===== src/rtl/usb_cmd_pkg.sv =====
// Shared opcodes, FSM encoding and constants for the USB command bridge.
package usb_cmd_pkg;

  localparam logic [1:0] OP_WB_WR  = 2'b00;
  localparam logic [1:0] OP_WB_RD  = 2'b01;
  localparam logic [1:0] OP_LOC_WR = 2'b10;
  localparam logic [1:0] OP_LOC_RD = 2'b11;

  localparam logic [7:0] READ_ERR_BYTE = 8'hEE;

  typedef enum logic [3:0] {
    StIdle,
    StFetchA,
    StFetchD,
    StExec,
    StWbWait,
    StWrIn,
    StNext,
    StArm,
    StCommit
  } state_e;

  function automatic logic is_wb_op(input logic [1:0] op);
    return ~op[1];
  endfunction

endpackage


===== src/rtl/usb_cmd_wb_master.sv =====
// Single-transfer wishbone master: start/done handshake with a bounded wait for ack.
module usb_cmd_wb_master
  import usb_cmd_pkg::*;
#(
  parameter int unsigned WB_ADR_W   = 3,
  parameter int unsigned WB_TIMEOUT = 1023
) (
  input  logic                clk,
  input  logic                reset,
  input  logic                start_i,
  input  logic                we_i,
  input  logic [WB_ADR_W-1:0] adr_i,
  input  logic [7:0]          wdat_i,
  output logic                done_o,
  output logic                timeout_o,
  output logic [7:0]          rdata_o,
  output logic [WB_ADR_W-1:0] wb_adr_o,
  output logic [7:0]          wb_dat_o,
  input  logic [7:0]          wb_dat_i,
  output logic                wb_we_o,
  output logic                wb_stb_o,
  input  logic                wb_ack_i
);

  localparam int unsigned CntW = (WB_TIMEOUT > 1) ? $clog2(WB_TIMEOUT) : 1;
  localparam logic [CntW-1:0] CntLast = CntW'(WB_TIMEOUT - 1);

  logic                stb_q, stb_d;
  logic                we_q, we_d;
  logic [WB_ADR_W-1:0] adr_q, adr_d;
  logic [7:0]          dat_q, dat_d;
  logic [CntW-1:0]     cnt_q, cnt_d;
  logic                done_q, done_d;
  logic                tmo_q, tmo_d;
  logic [7:0]          rdata_q, rdata_d;

  always_comb begin
    stb_d   = stb_q;
    we_d    = we_q;
    adr_d   = adr_q;
    dat_d   = dat_q;
    cnt_d   = cnt_q;
    done_d  = 1'b0;
    tmo_d   = 1'b0;
    rdata_d = rdata_q;
    if (stb_q) begin
      if (wb_ack_i) begin
        stb_d   = 1'b0;
        we_d    = 1'b0;
        done_d  = 1'b1;
        rdata_d = wb_dat_i;
      end else if (cnt_q == CntLast) begin
        // Slave never answered: release the bus and report a poisoned byte.
        stb_d   = 1'b0;
        we_d    = 1'b0;
        done_d  = 1'b1;
        tmo_d   = 1'b1;
        rdata_d = READ_ERR_BYTE;
      end else begin
        cnt_d = cnt_q + 1'b1;
      end
    end else if (start_i) begin
      stb_d = 1'b1;
      we_d  = we_i;
      adr_d = adr_i;
      dat_d = wdat_i;
      cnt_d = '0;
    end
  end

  always_ff @(posedge clk or posedge reset) begin
    if (reset) begin
      stb_q   <= 1'b0;
      we_q    <= 1'b0;
      adr_q   <= '0;
      dat_q   <= '0;
      cnt_q   <= '0;
      done_q  <= 1'b0;
      tmo_q   <= 1'b0;
      rdata_q <= '0;
    end else begin
      stb_q   <= stb_d;
      we_q    <= we_d;
      adr_q   <= adr_d;
      dat_q   <= dat_d;
      cnt_q   <= cnt_d;
      done_q  <= done_d;
      tmo_q   <= tmo_d;
      rdata_q <= rdata_d;
    end
  end

  assign wb_stb_o  = stb_q;
  assign wb_we_o   = we_q;
  assign wb_adr_o  = adr_q;
  assign wb_dat_o  = dat_q;
  assign done_o    = done_q;
  assign timeout_o = tmo_q;
  assign rdata_o   = rdata_q;

endmodule


===== src/rtl/usb_cmd_bridge.sv =====
// Command engine: executes (address, data) pairs from an OUT packet against local
// registers or wishbone, gathers read results into one IN packet committed after re-arm.
module usb_cmd_bridge
  import usb_cmd_pkg::*;
#(
  parameter int unsigned             NUM_REGS   = 8,
  parameter logic [8*NUM_REGS-1:0]   REG_INIT   = {NUM_REGS{8'h00}},
  parameter int unsigned             WB_ADR_W   = 3,
  parameter int unsigned             OUT_ADDR_W = 9,
  parameter int unsigned             IN_ADDR_W  = 9,
  parameter int unsigned             RD_LAT     = 4,
  parameter int unsigned             WB_TIMEOUT = 1023
) (
  input  logic                    clk,
  input  logic                    reset,
  input  logic                    buf_out_hasdata,
  input  logic [OUT_ADDR_W:0]     buf_out_len,
  input  logic [7:0]              buf_out_q,
  output logic [OUT_ADDR_W-1:0]   buf_out_addr,
  output logic                    buf_out_arm,
  input  logic                    buf_out_arm_ack,
  output logic [IN_ADDR_W-1:0]    buf_in_addr,
  output logic [7:0]              buf_in_data,
  output logic                    buf_in_wren,
  output logic                    buf_in_commit,
  output logic [IN_ADDR_W:0]      buf_in_commit_len,
  input  logic                    buf_in_commit_ack,
  output logic [WB_ADR_W-1:0]     wb_adr_o,
  output logic [7:0]              wb_dat_o,
  input  logic [7:0]              wb_dat_i,
  output logic                    wb_we_o,
  output logic                    wb_stb_o,
  input  logic                    wb_ack_i,
  output logic [8*NUM_REGS-1:0]   regs_out,
  output logic                    busy,
  output logic [2:0]              err_flags
);

  localparam int unsigned LatW = (RD_LAT > 1) ? $clog2(RD_LAT) : 1;
  localparam logic [LatW-1:0] LatLast = LatW'(RD_LAT - 1);

  state_e                        state_q, state_d;
  logic [OUT_ADDR_W-1:0]         pair_q, pair_d;
  logic [OUT_ADDR_W-1:0]         npairs_q, npairs_d;
  logic [LatW-1:0]               lat_q, lat_d;
  logic [7:0]                    a_q, a_d;
  logic [7:0]                    d_q, d_d;
  logic [7:0]                    rdat_q, rdat_d;
  logic [IN_ADDR_W:0]            rcount_q, rcount_d;
  logic [2:0]                    err_q, err_d;
  logic [NUM_REGS-1:0][7:0]      regs_q, regs_d;
  logic [2:0]                    ack_sync_q;

  logic                          ack_rise;
  logic [1:0]                    op;
  logic [4:0]                    idx;
  logic                          idx_ok;
  logic [7:0]                    loc_val;
  logic [OUT_ADDR_W:0]           ptr_full;
  logic                          wb_start, wb_we, wb_done, wb_tmo;
  logic [7:0]                    wb_rdata;
  logic                          unused_bits;

  assign op       = a_q[7:6];
  assign idx      = a_q[4:0];
  assign idx_ok   = {27'd0, idx} < NUM_REGS;
  assign ack_rise = ack_sync_q[1] & ~ack_sync_q[2];
  // Byte pointer is twice the pair index; odd byte is the data half.
  assign ptr_full = {pair_q, (state_q == StFetchD)};
  assign unused_bits = ^{a_q[5], buf_out_len[0]};

  always_comb begin
    loc_val = READ_ERR_BYTE;
    for (int i = 0; i < NUM_REGS; i++) begin
      if (idx == 5'(i)) loc_val = regs_q[i];
    end
  end

  always_comb begin
    state_d       = state_q;
    pair_d        = pair_q;
    npairs_d      = npairs_q;
    lat_d         = lat_q;
    a_d           = a_q;
    d_d           = d_q;
    rdat_d        = rdat_q;
    rcount_d      = rcount_q;
    err_d         = err_q;
    regs_d        = regs_q;
    wb_start      = 1'b0;
    wb_we         = 1'b0;
    buf_out_arm   = 1'b0;
    buf_in_commit = 1'b0;
    buf_in_wren   = 1'b0;
    case (state_q)
      StIdle: begin
        if (buf_out_hasdata) begin
          pair_d   = '0;
          rcount_d = '0;
          lat_d    = '0;
          npairs_d = buf_out_len[OUT_ADDR_W:1];
          state_d  = (buf_out_len[OUT_ADDR_W:1] == '0) ? StArm : StFetchA;
        end
      end
      StFetchA: begin
        if (lat_q == LatLast) begin
          a_d     = buf_out_q;
          lat_d   = '0;
          state_d = StFetchD;
        end else begin
          lat_d = lat_q + 1'b1;
        end
      end
      StFetchD: begin
        if (lat_q == LatLast) begin
          d_d     = buf_out_q;
          lat_d   = '0;
          state_d = StExec;
        end else begin
          lat_d = lat_q + 1'b1;
        end
      end
      StExec: begin
        if (is_wb_op(op)) begin
          wb_start = 1'b1;
          wb_we    = (op == OP_WB_WR);
          state_d  = StWbWait;
        end else begin
          if (!idx_ok) err_d[2] = 1'b1;
          if (op == OP_LOC_WR) begin
            for (int i = 0; i < NUM_REGS; i++) begin
              if (idx == 5'(i)) regs_d[i] = d_q;
            end
            state_d = StNext;
          end else begin
            rdat_d  = loc_val;
            state_d = StWrIn;
          end
        end
      end
      StWbWait: begin
        if (wb_done) begin
          if (wb_tmo) err_d[0] = 1'b1;
          if (op == OP_WB_RD) begin
            rdat_d  = wb_rdata;
            state_d = StWrIn;
          end else begin
            state_d = StNext;
          end
        end
      end
      StWrIn: begin
        if (rcount_q[IN_ADDR_W]) begin
          err_d[1] = 1'b1;
        end else begin
          buf_in_wren = 1'b1;
          rcount_d    = rcount_q + 1'b1;
        end
        state_d = StNext;
      end
      StNext: begin
        pair_d  = pair_q + 1'b1;
        state_d = (pair_d == npairs_q) ? StArm : StFetchA;
      end
      StArm: begin
        buf_out_arm = 1'b1;
        if (ack_rise) state_d = (rcount_q != '0) ? StCommit : StIdle;
      end
      StCommit: begin
        buf_in_commit = 1'b1;
        if (buf_in_commit_ack) state_d = StIdle;
      end
      default: state_d = StIdle;
    endcase
  end

  always_ff @(posedge clk or posedge reset) begin
    if (reset) begin
      state_q    <= StIdle;
      pair_q     <= '0;
      npairs_q   <= '0;
      lat_q      <= '0;
      a_q        <= '0;
      d_q        <= '0;
      rdat_q     <= '0;
      rcount_q   <= '0;
      err_q      <= '0;
      regs_q     <= REG_INIT;
      ack_sync_q <= '0;
    end else begin
      state_q    <= state_d;
      pair_q     <= pair_d;
      npairs_q   <= npairs_d;
      lat_q      <= lat_d;
      a_q        <= a_d;
      d_q        <= d_d;
      rdat_q     <= rdat_d;
      rcount_q   <= rcount_d;
      err_q      <= err_d;
      regs_q     <= regs_d;
      ack_sync_q <= {ack_sync_q[1:0], buf_out_arm_ack};
    end
  end

  usb_cmd_wb_master #(
    .WB_ADR_W   (WB_ADR_W),
    .WB_TIMEOUT (WB_TIMEOUT)
  ) u_wb_master (
    .clk       (clk),
    .reset     (reset),
    .start_i   (wb_start),
    .we_i      (wb_we),
    .adr_i     (a_q[WB_ADR_W-1:0]),
    .wdat_i    (d_q),
    .done_o    (wb_done),
    .timeout_o (wb_tmo),
    .rdata_o   (wb_rdata),
    .wb_adr_o  (wb_adr_o),
    .wb_dat_o  (wb_dat_o),
    .wb_dat_i  (wb_dat_i),
    .wb_we_o   (wb_we_o),
    .wb_stb_o  (wb_stb_o),
    .wb_ack_i  (wb_ack_i)
  );

  assign buf_out_addr      = ptr_full[OUT_ADDR_W-1:0];
  assign buf_in_addr       = rcount_q[IN_ADDR_W-1:0];
  assign buf_in_data       = rdat_q;
  assign buf_in_commit_len = rcount_q;
  assign regs_out          = regs_q;
  assign busy              = (state_q != StIdle);
  assign err_flags         = err_q;

endmodule


===== config.mk =====
export PLATFORM = sky130hd
export DESIGN_NAME = usb_cmd_bridge
export DESIGN_NICKNAME = d
export VERILOG_FILES = /design/src/rtl/usb_cmd_pkg.sv /design/src/rtl/usb_cmd_wb_master.sv /design/src/rtl/usb_cmd_bridge.sv
export SDC_FILE = /design/constraint.sdc
export NUM_CORES = 1
export LEC_CHECK = 0
export ABC_CLOCK_PERIOD_IN_PS = 11650
export CAP_MARGIN = 20
export CORE_MARGIN = 2
export CORE_UTILIZATION = 55
export CTS_CLUSTER_DIAMETER = 200
export DETAILED_ROUTE_END_ITERATION = 12
export GPL_ROUTABILITY_DRIVEN = 0
export PLACE_DENSITY = 0.87
export SYNTH_ARGS = -nofsm -noshare
export SYNTH_HDL_FRONTEND = slang
export SYNTH_HIERARCHICAL = 1
export SYNTH_SLANG_ARGS = --single-unit

===== constraint.sdc =====
create_clock -name clk -period 11.65 [get_ports clk]
set_input_delay 2.33 -clock clk [delete_from_list [all_inputs] [get_ports clk]]
set_output_delay 2.33 -clock clk [all_outputs]
set_load 0.01 [all_outputs]

## Word-level counts from Yosys, hierarchy flattened

Index checks and enable logic that the tools add are counted.

| word-level totals | value |
|---|---|
| register bits after elaboration | 161 |
| bits in latches | 0 |
| memory bits (writable) | 0 |
| ROM bits | 0 |
| input port bits | 32 |
| output and inout bits | 120 |
| word-level logic and storage cells | 169 |
| memories | 0 |

| operators by class | value |
|---|---|
| $add $sub $neg | 4 |
| multipliers | 0 |
| div/mod/pow operators | 0 |
| magnitude comparators | 1 |
| eq/ne operators | 33 |
| shift operators | 0 |
| multiplexer cells | 61 |
| bitwise logic cells | 4 |
| reductions and logical operators | 37 |

Operators by type and width:

| kind | count |
|---|---|
| $mux 8 | 14 |
| $mux 10 | 6 |
| $pmux 4 s9 | 1 |
| $mux 4 | 8 |
| $reduce_and 4->1 | 8 |
| $mux 1 | 21 |
| $add 10x1->10 const B | 2 |
| $eq 5x3->1 const B | 4 |
| $ne 2x2->1 const B | 10 |
| $pmux 10 s2 | 1 |
| $reduce_and 2->1 | 10 |
| $pmux 9 s2 | 1 |
| $eq 4x3->1 const B | 4 |
| $pmux 8 s2 | 1 |
| $reduce_and 3->1 | 4 |
| $reduce_bool 2->1 | 6 |
| $eq 10x10->1 const B | 1 |
| $eq 5x2->1 const B | 2 |
| $reduce_bool 10->1 | 1 |
| $add 9x1->9 const B | 1 |
| $eq 9x9->1 | 1 |
| $logic_not 9->1 | 1 |
| $mux 9 | 1 |
| $eq 4x2->1 const B | 2 |
| other kinds (21) | 29 |

## Logic depth before layout (Yosys ltp)

Gate-level depths: netlist of the first run.

| logic depth | value |
|---|---|
| depth after elaboration | 12 |
| gate-level depth with buffers | 9 |
| gate-level depth less buffers | 7 |

## Hierarchy

Netlist of the first run, hierarchy kept.

By module, submodules not included:

| module | instances | cells each | area an instance (sq um) | sequential area each (sq um) |
|---|---|---|---|---|
| usb_cmd_bridge | 1 | 605 | 6550.0 | 3178.0 |
| usb_cmd_wb_master | 1 | 146 | 1471.4 | 825.8 |

## Worst setup path before layout of the first run

No wires, ideal clock.

| timing path | value |
|---|---|
| kind | reg2out |
| from | register state_q[3] |
| to | output buf_out_addr[0] |
| arrival | 1.196 ns |
| data required time | 9.320 ns |
| slack | 8.124 ns |
| stages on the path, launching flop included | 5 |
| buffers on the path | 2 |
| path through | dfrtp_1 > clkbuf_1 > or2_2 > clkbuf_1 > nor2_1 |

| between the ends | value |
|---|---|
| longest elaborated chain between the ends | 1 |

RTL lines:

| item | line | text |
|---|---|---|
| start, declared | usb_cmd_bridge.sv:42 | `state_e state_q, state_d;` |
| start signal, assigned | usb_cmd_bridge.sv:179 | `state_q <= StIdle;` |
| start signal, assigned | usb_cmd_bridge.sv:191 | `state_q <= state_d;` |
| $eq 4x2->1 | usb_cmd_bridge.sv:69 | `assign ptr_full = {pair_q, (state_q == StFetchD)};` |
| end, declared | usb_cmd_bridge.sv:19 | `output logic [OUT_ADDR_W-1:0] buf_out_addr,` |

No other way between the ends.

## Worst setup path in the final report of the first run

| timing path | value |
|---|---|
| from | register state_q[0] |
| to | output buf_in_wren |

| between the ends | value |
|---|---|
| longest elaborated chain between the ends | 2 |

RTL lines:

| item | line | text |
|---|---|---|
| $eq 4x3->1 | usb_cmd_bridge.sv:95 | `case (state_q)` |
| $mux 1 | usb_cmd_bridge.sv:95 |  |
| end, declared | usb_cmd_bridge.sv:24 | `output logic buf_in_wren,` |

No other way between the ends.

==> results of run 1 <==
-- worst max-delay path, cell delays in order, from the launching register on --
cell and delay, ps:
sky130_fd_sc_hd__dfrtp_1 680, sky130_fd_sc_hd__and4bb_2 360, sky130_fd_sc_hd__nand2_1 120, sky130_fd_sc_hd__inv_1 190, sky130_fd_sc_hd__clkdlybuf4s50_1 580
-- stage by stage --
step           setup slack [ps]  area (sq um)  std cells   util  hold slack [ps]
6_report                   6960         10000       1068  0.699              357
5_1_grt                    6820         10000       1068  0.699              377
4_1_cts                    6960         10000       1068  0.699              365
3_5_place_dp               7350          9500       1036  0.661              348
3_3_place_gp               7380          9500       1036  0.661              335
2_1_floorplan              5940          8020        751      -              331
-- worst paths after layout --
check / from / end / depth (start not counted)
max: state_q[0]$_DFFE_PP0P_ / buf_in_wren / 4
min: ack_sync_q[0]$_DFF_PP0_ / ack_sync_q[1]$_DFF_PP0_ / 0
max reg2reg: a_q[1]$_DFFE_PP0P_ / regs_out[20]$_DFFE_PP0P_ / 4
min reg2reg: ack_sync_q[0]$_DFF_PP0_ / ack_sync_q[1]$_DFF_PP0_ / 0
max in group asynchronous: reset / buf_in_commit_len[1]$_DFFE_PP0P_ / 3
min in group asynchronous: reset / u_wb_master/wb_dat_o[1]$_DFFE_PP0P_ / 3
-- area by class of cell --
| class | count | area (sq um) | share of cell area |
|---|---|---|---|
| Clock buffer | 21 | 460 | 0.0459 |
| Clock inverter | 11 | 78.8 | 0.00785 |
| Inverter | 23 | 88.8 | 0.00885 |
| Multi-Input combinational cell | 515 | 3650 | 0.363 |
| Sequential cell | 160 | 4000 | 0.399 |
| Tap cell | 184 | 230 | 0.0229 |
| Timing Repair Buffer | 154 | 1530 | 0.153 |
-- where the power goes --
part | switching, mW | internal, mW
Clock | 0.231 | 0.285
Combinational | 0.420 | 0.466
Sequential | 0.264 | 0.735
-- registers in the layout, summed over array words and instances, names as in the netlist --
register and flops:
err_flags 3, buf_in_data 8, pair_q 9, npairs_q 9
ack_sync_q 3, u_wb_master/rdata_o 8, u_wb_master/wb_adr_o 3, state_q 4
regs_out 64, a_q 7, u_wb_master/wb_stb_o 1, buf_in_commit_len 10
u_wb_master/wb_we_o 1, u_wb_master/wb_dat_o 8, u_wb_master/done_o 1, lat_q 2
u_wb_master/cnt_q 10, d_q 8, u_wb_master/timeout_o 1
-- kinds of logic (layout without fill, tap and decap cells) --
logic type | count (synthesis) | in the layout | share of synthesized area
AND/OR/NAND/NOR | 240 | 240 | 0.163
XOR/XNOR | 12 | 12 | 0.0148
adder cells (fa/ha/maj) | 6 | 6 | 0.00936
AO/OA/AOI/OAI | 165 | 165 | 0.138
buffers and inverters | 76 | 209 | 0.0463
flip-flops | 160 | 160 | 0.499
multiplexers | 92 | 92 | 0.129
-- cells in the final DEF, fill, tap and decap left out, types with 4 or more instances in the layout --
cell / n
sky130_fd_sc_hd__a31oi_1: 11
sky130_fd_sc_hd__xor2_1: 5
sky130_fd_sc_hd__nand2b_1: 16
sky130_fd_sc_hd__nand3_1: 26
sky130_fd_sc_hd__buf_4: 4
sky130_fd_sc_hd__xnor2_1: 6
sky130_fd_sc_hd__nand3b_1: 5
sky130_fd_sc_hd__mux2_2: 88
sky130_fd_sc_hd__or3_1: 6
sky130_fd_sc_hd__o22a_1: 7
sky130_fd_sc_hd__inv_1: 21
sky130_fd_sc_hd__o22ai_1: 6
sky130_fd_sc_hd__nand2_1: 77
sky130_fd_sc_hd__and2_1: 4
sky130_fd_sc_hd__dfrtp_1: 160
sky130_fd_sc_hd__clkinv_2: 4
sky130_fd_sc_hd__mux2i_1: 4
sky130_fd_sc_hd__nor3_1: 17
sky130_fd_sc_hd__or3b_2: 4
sky130_fd_sc_hd__nor2b_1: 9
sky130_fd_sc_hd__or2_2: 4
sky130_fd_sc_hd__a221o_1: 6
sky130_fd_sc_hd__a21o_1: 4
sky130_fd_sc_hd__ha_1: 6
sky130_fd_sc_hd__and3_1: 4
sky130_fd_sc_hd__clkbuf_16: 17
sky130_fd_sc_hd__and4_1: 5
sky130_fd_sc_hd__nor4_1: 10
sky130_fd_sc_hd__nor2_1: 28
sky130_fd_sc_hd__a221oi_1: 4
sky130_fd_sc_hd__o21ai_0: 54
sky130_fd_sc_hd__a21oi_1: 25
sky130_fd_sc_hd__clkdlybuf4s50_1: 150
sky130_fd_sc_hd__nand4_1: 4
-- synthesized netlist by cell type (6+ instances only) --
| library cell | instances | area, sq um |
|---|---|---|
| sky130_fd_sc_hd__inv_1 | 22 | 82.6 |
| sky130_fd_sc_hd__nand2b_1 | 16 | 100 |
| sky130_fd_sc_hd__nand2_1 | 77 | 289 |
| sky130_fd_sc_hd__a31oi_1 | 11 | 68.8 |
| sky130_fd_sc_hd__a221o_1 | 6 | 60.1 |
| sky130_fd_sc_hd__or3_1 | 6 | 37.5 |
| sky130_fd_sc_hd__dfrtp_1 | 160 | 4000 |
| sky130_fd_sc_hd__mux2_2 | 88 | 991 |
| sky130_fd_sc_hd__o22a_1 | 7 | 61.3 |
| sky130_fd_sc_hd__buf_2 | 6 | 30.0 |
| sky130_fd_sc_hd__clkbuf_1 | 25 | 93.8 |
| sky130_fd_sc_hd__buf_4 | 19 | 143 |
| sky130_fd_sc_hd__nor4_1 | 10 | 62.6 |
| sky130_fd_sc_hd__o21ai_0 | 54 | 270 |
| sky130_fd_sc_hd__nor3_1 | 17 | 85.1 |
| sky130_fd_sc_hd__nor2_1 | 28 | 105 |
| sky130_fd_sc_hd__ha_1 | 6 | 75.1 |
| sky130_fd_sc_hd__a21oi_1 | 25 | 125 |
| sky130_fd_sc_hd__nand3_1 | 26 | 130 |
| sky130_fd_sc_hd__xnor2_1 | 6 | 52.6 |
| sky130_fd_sc_hd__nor2b_1 | 9 | 56.3 |
| sky130_fd_sc_hd__o22ai_1 | 6 | 37.5 |
-- per-layer routing --
metal,track usage,vias up
li1,-,2978
met1,0.378,3350
met2,0.448,314
met3,0.0670,48
met4,0.0978,0
met5,0,-
==> flow_summary.yaml, run 1 <==
status:
  run_status: "finished, final reports clean"
critical_path:
  worst_setup_path_end_kind: "primary output"
  critical_path_required_ps: 9320
  startpoint_types: "register"
  critical_path.max_fanout: 18
  critical_path_class: "register to primary output"
  regToRegSetupSlack_ps: 8840
  worst_ep_arrival_time_ps: 2360
clock_tree:
  number_of_h_tree_levels: 4
  cts_tree: "done"
  ctsRootBufferMaster: "sky130_fd_sc_hd__clkbuf_16"
  postCtsSetupRepairBufs: 0
  cts_num_sinks: 160
  clk_pin_slew_ps: 60
  ctsResizeCount: 0
  clock_path_buffers: 2
  tritoncts_buffer_count: 17
  post_cts_hold_buffer_count: 0
  clk-insertion-delay-late_ps: 430
detailed_routing:
  met2_length_mm: 10.5
  dr.max_layer_used: "met4"
  route.detailed.vias_per_inst: 6.26
  vias_after_detailed_routing: 6690
  firstDrtPassIters: 5
  wirelength_met1_mm: 8.80
  dr_wl_met3_mm: 1.91
  postRouteWirelength_mm: 21.7
  antenna_left: 0
  route.detailed.wl_per_inst_microns: 20.4
  dr.first_iter.drc_count: 615
  count_of_unresolved_drc_violations_after_routing: 0
sta:
  fin_skew_ps: 8.30
  fin_crit_sh: 0.403
  worst_pin_slew_ps: 950
  max_freq_ghz: 0.213
  relSlewSlack: 0.367
  timing.final.crit_period_ps: 4690
  sum_of_negative_setup_slack_ps: 0
  setup_viol: 0
  timing.final.max_slew_violations: 0
  unrepaired_setup_endpoints_after_global_routing: "false"
  final_hold_viol_count: 0
floorplan:
  die_height_microns: 125
  placementRows: 44
  die_w_microns: 125
  die_area_sq_um: 15600
  pin_count: 152
  initial_core_util: 0.558
  coreArea_sq_um: 14400
global_routing:
  grt_pass1_wl_mm: 34.6
  globalRouteOverflowTotal: 0
  grt_antenna_before_repair: 0
  grt_start_max_net_pins: 66
  global_route.usage.total: 0.281
  first_global_vias: 6558
final_layout:
  area.growth.synth_to_final_pct: 25.2
  num-fill-cells: 1019
  num_antenna_cells: 0
  num-nets-final: 909
  drive_gt1_frac: 0.171
placed_design:
  dp_hpwl_mm: 14.9
  numPortBuffers: 150
yosys:
  synth.yosys.warnings: 6
  ys_async_sr_fraction: 1.00
  syn_area_sq_um: 8020
  synth_flop_cell: "sky130_fd_sc_hd__dfrtp_1"
  post_synth_num_cell_types: 79
  ys_seq_elements: 160
  number_of_synthesized_flops_with_an_enable_pin: 0
  synth.avg_cell_area_sq_um: 10.7
  synth-seq-area-share: 0.499
  synth.net_count: 789
  synthCells: 751
min_path:
  hp-class: "register to register"
run:
  timing.max_cap.violations: 0
pwr:
  report.power.total_mw: 2.40
  cellLeakagePower_nw: 4.35
  powerDensity_nw_per_um2: 239
  power.ir.vdd_worst_mv: 0.174
No activity file was read; power rests on OpenSTA's default activity.
==> run 2: changes to the inputs <==
--- a/config.mk
+++ b/config.mk
@@ -5,14 +5,14 @@
 export SDC_FILE = /design/constraint.sdc
 export NUM_CORES = 1
 export LEC_CHECK = 0
-export ABC_CLOCK_PERIOD_IN_PS = 11650
+export ABC_CLOCK_PERIOD_IN_PS = 4300
 export CAP_MARGIN = 20
 export CORE_MARGIN = 2
-export CORE_UTILIZATION = 55
+export CORE_UTILIZATION = 48
 export CTS_CLUSTER_DIAMETER = 200
 export DETAILED_ROUTE_END_ITERATION = 12
 export GPL_ROUTABILITY_DRIVEN = 0
-export PLACE_DENSITY = 0.87
+export PLACE_DENSITY = 0.8
 export SYNTH_ARGS = -nofsm -noshare
 export SYNTH_HDL_FRONTEND = slang
 export SYNTH_HIERARCHICAL = 1
==> constraint.sdc (replaced) <==
create_clock -name clk -period 4.3 [get_ports clk]
set_input_delay 0.86 -clock clk [delete_from_list [all_inputs] [get_ports clk]]
set_output_delay 0.86 -clock clk [all_outputs]
set_load 0.01 [all_outputs]
==> flow_summary.yaml, run 2 (synthesized netlist as in run 1, its figures left out) <==
status:
  run_status: "finished, final reports clean"
sta:
  hold_slack_ps: 351
  max_freq_ghz: 0.310
  timing.final.crit_period_ps: 3220
  unrepaired_setup_endpoints_after_global_routing: "false"
  final_hold_viol_count: 0
  setup_viol: 0
  fin_crit_sh: 0.749
  relSlewSlack: 0.332
  timing.final.max_slew_violations: 0
  fin_skew_ps: 7.67
  worst_pin_slew_ps: 976
  sum_of_negative_setup_slack_ps: 0
run:
  timing.max_cap.violations: 0
floorplan:
  placementRows: 47
  die_w_microns: 133
  initial_core_util: 0.487
  die_area_sq_um: 17800
  coreArea_sq_um: 16500
  pin_count: 152
  die_height_microns: 133
critical_path:
  critical_path.max_fanout: 18
  critical_path_required_ps: 3440
  startpoint_types: "register"
  critical_path_class: "register to primary output"
  regToRegEndpoint: "regs_out[30]$_DFFE_PP0P_"
  reg2reg_from: "state_q[1]$_DFFE_PP0P_"
  regToRegSetupSlack_ps: 1610
  crit_slowest_cell: "sky130_fd_sc_hd__dfrtp_1"
  worst_setup_path_end_kind: "primary output"
  cpPeakStageDelay_ps: 700
  worst_ep_arrival_time_ps: 2360
  number_of_buffer_and_inverter_stages_on_the_critical_path: 2
  crit_path_cell_trace: "and4bb_2 -> nand2_1 -> inv_1 -> clkdlybuf4s50_1"
  logic_depth_of_the_worst_register_to_register_path: 4
  critPathTopFamily: "buffers and inverters"
placed_design:
  placed_cells_incl_taps: 1074
  detailed_place.area_sq_um: 9560
  dp_hpwl_mm: 15.2
  numPortBuffers: 150
pwr:
  p_switching_mw: 2.44
  pwr-share-clk: 0.241
  cellLeakagePower_nw: 4.40
  p_seq_frac: 0.405
  power.combinational.fraction: 0.353
  powerDensity_nw_per_um2: 656
  power.ir.vdd_worst_mv: 0.415
  sw_frac: 0.365
  internal_power_mw: 4.25
global_routing:
  grt_pass1_wl_mm: 34.0
  first_global_vias: 6263
  grt_antenna_before_repair: 0
  globalRouteOverflowTotal: 0
  global_route.usage.total: 0.244
  grt_start_max_net_pins: 57
detailed_routing:
  route.detailed.wl_per_inst_microns: 19.4
  vias_after_detailed_routing: 6465
  firstDrtPassIters: 5
  route.detailed.vias_per_inst: 5.85
  antenna_left: 0
  count_of_unresolved_drc_violations_after_routing: 0
  dr.first_iter.drc_count: 553
  postRouteWirelength_mm: 21.5
final_layout:
  most-common-layout-cells: "160 x sky130_fd_sc_hd__dfrtp_1, 150 x sky130_fd_sc_hd__clkdlybuf4s50_1, 88 x sky130_fd_sc_hd__mux2_2, 77 x sky130_fd_sc_hd__nand2_1, 54 x sky130_fd_sc_hd__o21ai_0"
  num_antenna_cells: 0
  area.growth.synth_to_final_pct: 27.0
  num-nets-final: 911
  layoutNonFillerInstCount: 1106
  drive_gt1_frac: 0.173
  final_common_cell: "sky130_fd_sc_hd__dfrtp_1"
  largest_reg_flops: 64
  finalInstanceArea_sq_um: 10200
min_path:
  holdPathEnd: "ack_sync_q[1]$_DFF_PP0_"
  hp-class: "register to register"
  whs_path_depth: 0
  worstHoldStart: "ack_sync_q[0]$_DFF_PP0_"
clock_tree:
  number_of_h_tree_levels: 4
  cts_tree: "done"
  clock_path_buffers: 2
  ctsResizeCount: 0
  tritoncts_buffer_count: 17
  clk-insertion-delay-late_ps: 420
  ctsRootBufferMaster: "sky130_fd_sc_hd__clkbuf_16"
  post_cts_hold_buffer_count: 0
  clk_pin_slew_ps: 60
  cts_num_sinks: 160
  postCtsSetupRepairBufs: 0
-- run 2: changes by cell type in the layout (fill, tap and decap cells not counted), sizes merged --
cell,previous run,this run
clkbuf,21,20
buf,4,6
inv,25,24
bufinv,0,4
clkinv,7,5
-- run 2: per-layer routing --
metal | share of wire | track usage
met5 | 0 | 0
met4 | 0.027 | 0.0957
met3 | 0.063 | 0.0533
met2 | 0.47 | 0.385
met1 | 0.44 | 0.332
-- run 2: per-stage QoR --
| step | util | setup slack (ps) | total power, mW |
|---|---|---|---|
| floorplan | - | 55.7 | 3.94 |
| global placement | 0.581 | 1530 | 4.99 |
| detailed placement | 0.581 | 1510 | 5.07 |
| CTS | 0.619 | 1060 | 6.70 |
| global route | 0.619 | 908 | 7.06 |
| finish | 0.619 | 1080 | 6.69 |
-- run 2: power by group through the flow --
stage | clock (mW) | sequential [mW] | combinational (mW)
after floorplan | 0 | 2.49 | 1.45
after global placement | 0 | 2.70 | 2.29
after detailed placement | 0 | 2.71 | 2.36
after CTS | 1.63 | 2.70 | 2.37
after global routing | 1.70 | 2.79 | 2.57
final | 1.61 | 2.71 | 2.36
-- run 2: how the worst max path moves through the flow --
| stage | startpoint | endpoint | depth (start not counted) |
|---|---|---|---|
| after floorplan | reset | a_q[0]$_DFFE_PP0P_ | 1 |
| after global placement | state_q[0]$_DFFE_PP0P_ | buf_in_wren | 4 |
| after detailed placement | state_q[0]$_DFFE_PP0P_ | buf_in_wren | 4 |
| after CTS | state_q[0]$_DFFE_PP0P_ | buf_in_wren | 4 |
| after global routing | state_q[0]$_DFFE_PP0P_ | buf_in_wren | 4 |
| final | state_q[0]$_DFFE_PP0P_ | buf_in_wren | 4 |
-- run 2: cell type report --
type / count / area, sq um
fillers: 1339 / 6280
flip-flops and latches: 160 / 4000
multi-input cells: 515 / 3650
repair buffers: 156 / 1550
clock buffers: 20 / 447
well taps: 220 / 275
clock inverters: 12 / 183
inverters: 23 / 88.8
